--- src/rtl/dmc_pkg.sv ---
// dmc_pkg: state encoding and cache geometry shared by the I-cache fill controller.
package dmc_pkg;
    localparam int LINE_W      = 128;
    localparam int BEATS       = LINE_W / 32;
    localparam int OFFSET_BITS = 4;
    localparam int INDEX_BITS  = 5;
    localparam int TAG_BITS    = 15;
    localparam logic [1:0] IDLE  = 2'd0;
    localparam logic [1:0] CHECK = 2'd1;
    localparam logic [1:0] FILL  = 2'd2;
    localparam logic [1:0] WRITE = 2'd3;
    typedef enum logic [1:0] {
        ST_IDLE  = IDLE,
        ST_CHECK = CHECK,
        ST_FILL  = FILL,
        ST_WRITE = WRITE
    } state_e;
endpackage

--- src/rtl/dmc_line_assembler.sv ---
// dmc_line_assembler: beat counter and line buffer that assembles memory beats into one cache line.
module dmc_line_assembler #(
    parameter int MEM_DW = 32,
    parameter int LINE_W = 128
) (
    input  logic              clk,
    input  logic              rst_n,
    input  logic              clr_i,
    input  logic              beat_i,
    input  logic [MEM_DW-1:0] data_i,
    output logic [LINE_W-1:0] line_o,
    output logic              last_o
);
    import dmc_pkg::*;
    localparam int NB = LINE_W / MEM_DW;
    localparam int CW = $clog2(NB);
    logic [CW-1:0]     cnt_q;
    logic [LINE_W-1:0] line_q;
    always_ff @(posedge clk or negedge rst_n) begin
        if (!rst_n) begin
            cnt_q  <= '0;
            line_q <= '0;
        end else if (clr_i) begin
            cnt_q <= '0;
        end else if (beat_i) begin
            line_q[cnt_q*MEM_DW +: MEM_DW] <= data_i;
            cnt_q                          <= cnt_q + CW'(1);
        end
    end
    assign line_o = line_q;
    assign last_o = beat_i && (cnt_q == CW'(NB - 1));
endmodule

--- src/rtl/dmc_fill_ctrl.sv ---
// dmc_fill_ctrl: hit-check and 4-beat line-fill sequencer for the 32x16B direct-mapped I-cache.
// Define DMC_FILL_CTRL_PERF_EN to add saturating perf_hits/perf_misses counters.
module dmc_fill_ctrl #(
    parameter int AW     = 24,
    parameter int MEM_DW = 32,
    parameter int LINE_W = 128
) (
    input  logic              clk,
    input  logic              rst_n,
    input  logic              cpu_req,
    input  logic [AW-1:0]     cpu_addr,
    output logic              cpu_ready,
    output logic              cpu_done,
    output logic [63:0]       cpu_rdata,
    output logic [AW-1:0]     c_A,
    output logic [AW-1:0]     c_A_h,
    input  logic [63:0]       c_Do,
    input  logic              c_hit,
    output logic [LINE_W-1:0] c_line,
    output logic              c_wr,
    output logic              mem_req,
    output logic [AW-1:0]     mem_addr,
    input  logic [MEM_DW-1:0] mem_rdata,
    input  logic              mem_rvalid
`ifdef DMC_FILL_CTRL_PERF_EN
    ,
    output logic [31:0]       perf_hits,
    output logic [31:0]       perf_misses
`endif
);
    import dmc_pkg::*;
    state_e        state_q;
    logic [AW-1:0] addr_q;
    logic [63:0]   rdata_q;
    logic          ready_q, done_q, wr_q, mreq_q;
    logic          fill_start, beat, last_beat;
    assign fill_start = (state_q == ST_CHECK) && !c_hit;
    assign beat       = (state_q == ST_FILL) && mem_rvalid;
    dmc_line_assembler #(.MEM_DW(MEM_DW), .LINE_W(LINE_W)) u_asm (
        .clk    (clk),
        .rst_n  (rst_n),
        .clr_i  (fill_start),
        .beat_i (beat),
        .data_i (mem_rdata),
        .line_o (c_line),
        .last_o (last_beat)
    );
    always_ff @(posedge clk or negedge rst_n) begin
        if (!rst_n) begin
            state_q <= ST_IDLE;
            addr_q  <= '0;
            rdata_q <= '0;
            ready_q <= 1'b1;
            done_q  <= 1'b0;
            wr_q    <= 1'b0;
            mreq_q  <= 1'b0;
        end else begin
            done_q <= 1'b0;
            wr_q   <= 1'b0;
            case (state_q)
                ST_IDLE: if (cpu_req) begin
                    addr_q  <= cpu_addr;
                    ready_q <= 1'b0;
                    state_q <= ST_CHECK;
                end
                ST_CHECK: if (c_hit) begin
                    rdata_q <= c_Do;
                    done_q  <= 1'b1;
                    ready_q <= 1'b1;
                    state_q <= ST_IDLE;
                end else begin
                    mreq_q  <= 1'b1;
                    state_q <= ST_FILL;
                end
                ST_FILL: if (last_beat) begin
                    mreq_q  <= 1'b0;
                    wr_q    <= 1'b1;
                    state_q <= ST_WRITE;
                end
                ST_WRITE: state_q <= ST_CHECK;
                default:  state_q <= ST_IDLE;
            endcase
        end
    end
    assign cpu_ready = ready_q;
    assign cpu_done  = done_q;
    assign cpu_rdata = rdata_q;
    assign c_wr      = wr_q;
    assign mem_req   = mreq_q;
    assign c_A       = addr_q;
    assign c_A_h     = addr_q;
    assign mem_addr  = {addr_q[AW-1:OFFSET_BITS], {OFFSET_BITS{1'b0}}};
`ifdef DMC_FILL_CTRL_PERF_EN
    // replay_q marks the post-fill CHECK so its hit is not counted twice
    logic        replay_q;
    logic [31:0] hits_q, misses_q;
    always_ff @(posedge clk or negedge rst_n) begin
        if (!rst_n) begin
            replay_q <= 1'b0;
            hits_q   <= '0;
            misses_q <= '0;
        end else begin
            if (state_q == ST_IDLE) replay_q <= 1'b0;
            else if (state_q == ST_WRITE) replay_q <= 1'b1;
            if ((state_q == ST_CHECK) && c_hit && !replay_q && (hits_q != '1)) hits_q <= hits_q + 32'd1;
            if (fill_start && (misses_q != '1)) misses_q <= misses_q + 32'd1;
        end
    end
    assign perf_hits   = hits_q;
    assign perf_misses = misses_q;
`endif
endmodule

--- config.mk ---
export PLATFORM = sky130hd
export DESIGN_NAME = dmc_fill_ctrl
export DESIGN_NICKNAME = d
export VERILOG_FILES = /design/src/rtl/dmc_pkg.sv /design/src/rtl/dmc_line_assembler.sv /design/src/rtl/dmc_fill_ctrl.sv
export SDC_FILE = /design/constraint.sdc
export NUM_CORES = 1
export LEC_CHECK = 0
export CAP_MARGIN = 20
export CORE_AREA = 2 2 151 153
export CTS_BUF_LIST = sky130_fd_sc_hd__clkbuf_8
export DETAILED_ROUTE_END_ITERATION = 7
export DIE_AREA = 0 0 153 155
export DONT_BUFFER_PORTS = 1
export HOLD_SLACK_MARGIN = 0.1
export PLACE_DENSITY = 0.68
export SYNTH_ARGS = -nofsm -noshare
export SYNTH_HDL_FRONTEND = slang
export SYNTH_HIERARCHICAL = 1
export SYNTH_SLANG_ARGS = --single-unit
--- constraint.sdc ---
create_clock -name clk -period 2.6 [get_ports clk]
set_input_delay 0.13 -clock clk [delete_from_list [all_inputs] [get_ports clk]]
set_output_delay 0.13 -clock clk [all_outputs]
set_load 0.02 [all_outputs]
# == After elaboration in Yosys (flattened, before gate mapping) ==
# Cells that the tools add are included.
# op_classes
n_addsub,2
n_eq_ne,8
n_shift,2
n_mux,17
bitwise,1
n_reduce_logical,14
# ops
operator,count
$bwmux W128,1
$shift A32 B34 Y128 const A,1
$shiftx A32 B34 Y128,1
$neg A7 Y34,1
$mux W2,5
$mux W1,8
$ne A2 B2 Y1 const B,4
$pmux W2 S4,1
$reduce_and A2 Y1,4
$eq A2 B2 Y1 const B,3
$reduce_and A3 Y1,2
$reduce_bool A2 Y1,3
$pmux W1 S2,2
$logic_and A1 B1 Y1,3
$add A2 B1 Y2 const B,1
$eq A2 B1 Y1 const B,1
$logic_not A2 Y1,1
$logic_not A1 Y1,1
$not A1 Y1,1
# word_totals
regBits,224
output_inout_bits,268
wordCells,53

# == Longest topological paths before layout ==
# depth
depth_word,5
mapped_depth,9
mapped_depth_nobuf,6

# == Cells and area by module ==
# Netlist, hierarchy kept.
# modules_own_cells
mod,instances,cells_per_inst,area_each_um2,seq_area_each_um2
dmc_line_assembler,1,500,6505.0,3253.1
dmc_fill_ctrl,1,266,4149.0,2353.5

# == Worst setup path after synthesis ==
# Ideal clock, no wire load.
# synth_path
path_type,register to register
start,register u_asm.cnt_q[0]
end,"register u_asm.line_q[66], in the netlist u_asm/line_o[66]"
setup_time_ns,0.096
arrival_time_ns,2.279
required_time_ns,2.504
slack_ns,0.225
stages_incl_launch_ff,10
synth_period_minus_slack_ns,2.375
path_cell_list,dfrtp_1 buf_2 clkbuf_1 inv_2 ha_1 buf_6 or4b_1 buf_6 buf_8 o32ai_2
# synth_via
elab_chain_len,3
elab_cells_between_ends,4
classes_between,add/sub: 1; shift: 2; mux: 1
# synth_rtl
item,line,text
start: declaration,dmc_line_assembler.sv:17,logic [CW-1:0] cnt_q;
start signal: assignment,dmc_line_assembler.sv:27,cnt_q <= cnt_q + CW'(1);
$neg A7 Y34 *,dmc_line_assembler.sv:26,line_q[cnt_q*MEM_DW +: MEM_DW] <= data_i;
$shiftx A32 B34 Y128 / $shift A32 B34 Y128 (equally long branches),dmc_line_assembler.sv:26,
$bwmux W128 *,dmc_line_assembler.sv:26,
end signal: indexed assignment,dmc_line_assembler.sv:26,
end: declaration,dmc_line_assembler.sv:18,logic [LINE_W-1:0] line_q;
# Every way passes the cells marked *; elsewhere a longest branch is shown, timed or not.
# A chain may end at the register's enable or synchronous reset.

# == Worst setup path in the final report ==
# layout_path
start,register u_asm.cnt_q[1]
end,"register u_asm.line_q[80], in the netlist u_asm/line_o[80]"
# The elaborated chain is that of the path after synthesis.

==> flow_metrics.tcl <==
set metrics [dict create \
    power.density_nw_per_um2 1120 \
    drc_errors 0 \
    holdWs_ns -0.704 \
    timing.setup.tns_ns 0 \
    grt_pass1_wl_mm 44.0 \
    instances_no_fill 1145 \
    crit_fanout 20 \
    status "complete, but fails checks" \
    max_freq_mhz 453 \
    r2r-start "u_asm/cnt_q[1]" \
    dp_hpwl_mm 18.2 \
    avgSynthCellArea_um2 13.9 \
    fin_crit_sh_pct 85.0 \
    start_util_pct 47.9 \
    ys_seq_area_share_pct 52.6 \
    post-route-min-period_ns 2.21 \
    die-area_um2 23700 \
    drt_iter0_drc 317 \
    critPathLaunch "u_asm/cnt_q[1]" \
    io_pins 393 \
    coreArea_um2 22200 \
    cp-start-kind "flop" \
    synth.cell_area_um2 10700 \
    path_cells "inv_1 -> ha_4 -> or4b_2 -> buf_4 -> o32ai_2" \
    fillers 1737 \
    row_count 55 \
    wl_mm 28.6 \
    cts_buffers 38 \
    finalHoldViolCount 224 \
    ys_warn_count 6 \
    clk_latency_ns 0.52 \
    die_width_um 153 \
    cp_data_arrival_time_ns 2.61 \
    syn_to_final_growth_pct 16.6 \
    overflow 0 \
    criticalPathCategory "reg -> reg" \
    tightest_slew_ns 0.681 \
    gp_congestion 0.782 \
    clock_skew_ns 0.0204 \
    r2r_end "u_asm/line_o[80]" \
    port_buffers 0 \
    vias 6538 \
    critical_path.max_stage_delay_ns 0.62 \
    maxSlewViolCount 0 \
    die_h_um 155 \
    drv_cap 0 \
    wire_per_inst_um 25.0 \
    clock_tree.root_cell "clkbuf_8" \
    hold_class "in -> async" \
    antenna_found_initial 3 \
    cts_hold_repair.buffers 124 \
    r2r_slack_ns 0.39 \
    ys_ff_latch 224 \
    grt_max_degree 225 \
    drtAntennaViolNets 0 \
    cp.required_ns 3.00 \
    yosysUniqueCellTypes 38 \
    cts_resized 0 \
    synth_top_cell_area_share_pct 52.4 \
    drive_above_1_share_pct 23.7 \
    yosys.area.top_type "dfrtp_1" \
    synth_area_leaders "dfrtp_1 52%, mux2_1 9.1%, mux2_4 6.9%" \
    cts_tree "yes" \
    violations "negative hold slack" \
    vdd_ir_drop_max_mv 0.796 \
    viasPerCell 5.71 \
    grt_util_all_layers_pct 23.8 \
    slowest_stage "or4b_2" \
    layout.nets 974 \
    clock_sinks 224 \
    netlist_instances 766 \
    setup_viol 0 \
    rsz0062_at_grt "no" \
    leakagePower_uw 0.00591 \
    worstSetupEndpointType "flop" \
    reg2regPathDepth 5 \
    grt_pass1_vias 7191 \
    clock_path_buffers 3 \
    cts_setup_buffers 0 \
    dp.cells 961 \
    clkTransAtPathRegs_ns 0.06 \
    firstDrtPassIters 4 \
    relSlewSlack_pct 54.6 \
    cts-htree-levels 2 \
]
-- area by class of cell --
cell class / instances / area (um2) / area share, %
Multi-Input combinational cell: 388 / 4200 / 33.8
Timing Repair Buffer: 146 / 1440 / 11.6
Sequential cell: 224 / 5610 / 45.1
Tap cell: 285 / 357 / 2.87
Clock buffer: 43 / 592 / 4.76
Antenna cell: 2 / 5.00 / 0.0403
Inverter: 42 / 158 / 1.27
Clock inverter: 15 / 61.3 / 0.494
-- state kept, by name, summed over array words and instances, names as in the netlist --
signal,flops
c_A,24
c_wr,1
cpu_done,1
cpu_rdata,64
cpu_ready,1
mem_req,1
state_q,2
u_asm/cnt_q,2
u_asm/line_o,128
-- worst max-delay path: cells and delay by family, from the launching register on --
family | cells | cell delay [ns]
flops | 1 | 0.40
simple gates | 1 | 0.62
fa+ha+maj | 1 | 0.37
compound gates | 1 | 0.31
buf+inv | 2 | 0.39
-- per-stage QoR --
step	hold WS, ns	total power [uW]	area [um2]	utilization, %	setup slack [ns]
2_1_floorplan	-0.166	10400	10700	-	0.225
3_3_place_gp	-0.161	10600	10500	47.3	0.532
3_5_place_dp	-0.163	10800	10500	47.3	0.427
4_1_cts	-0.729	13900	12400	55.9	0.396
5_1_grt	-0.738	14600	12400	55.9	0.325
6_report	-0.704	13900	12400	55.9	0.390
-- synth_stat cells (all sizes together) --
| cell type | number |
|---|---|
| xnor2 | 1 |
| conb | 1 |
| and3b | 4 |
| inv | 42 |
| mux2i | 4 |
| nor2 | 2 |
| nor2b | 4 |
| and2 | 3 |
| nand4b | 1 |
| o2bb2ai | 1 |
| nand3b | 1 |
| dfrtp | 223 |
| mux2 | 180 |
| dfstp | 1 |
| o32ai | 32 |
| buf | 82 |
| nand2b | 1 |
| o21ai | 1 |
| a21oi | 3 |
| and4b | 30 |
| or4bb | 1 |
| nand2 | 36 |
| nor4bb | 63 |
| or4b | 1 |
| ha | 9 |
| o22ai | 3 |
| a32o | 2 |
| clkbuf | 33 |
| nand4bb | 1 |
-- metal layers --
metal	track usage [%]	routed length [um]
met1	29.7	11400
met2	38.9	14000
met3	8.30	2310
met4	8.16	828
met5	0	16
-- where the power goes --
part	switching (uW)	total [uW]	internal, uW
Clock	1360	2850	1480
Combinational	1730	3640	1910
Sequential	2860	7410	4550
-- how the worst max path moves through the flow --
stage	end	slack, ns
after global routing	u_asm/line_o[65]	0.32
after detailed placement	u_asm/line_o[80]	0.43
final	u_asm/line_o[80]	0.39
after CTS	u_asm/line_o[80]	0.40
after global placement	u_asm/line_o[80]	0.53
after floorplan	u_asm/line_o[66]	0.22
-- cells by family after synthesis --
group	after synthesis	share of synthesized area, %
AO/OA/AOI/OAI	42	5.38
multiplexers	184	21.1
other	1	0.0352
XOR/XNOR	1	0.0822
AND/OR/NAND/NOR	148	11.4
buffers and inverters	157	8.34
adder cells (fa/ha/maj)	9	1.06
flip-flops	224	52.6
-- layout by cell type (no fill, tap or decap), types with 2 or more instances in the layout --
master and n:
nor2b_1 4, inv_1 54, conb_1 4, mux2i_1 4, dfrtp_1 222, and2_1 3
dlygate4sd3_1 124, mux2_4 49, nor4bb_1 63, a32o_1 2, buf_12 3, ha_1 8
and3b_2 4, diode_2 2, and4b_1 30, o32ai_2 30, a21oi_1 3, o22ai_1 3
o32ai_1 2, buf_4 19, mux2_1 86, nor2_1 2, mux2_2 45, nand2_1 34
clkbuf_8 43
(Power assumes the default switching activity.)
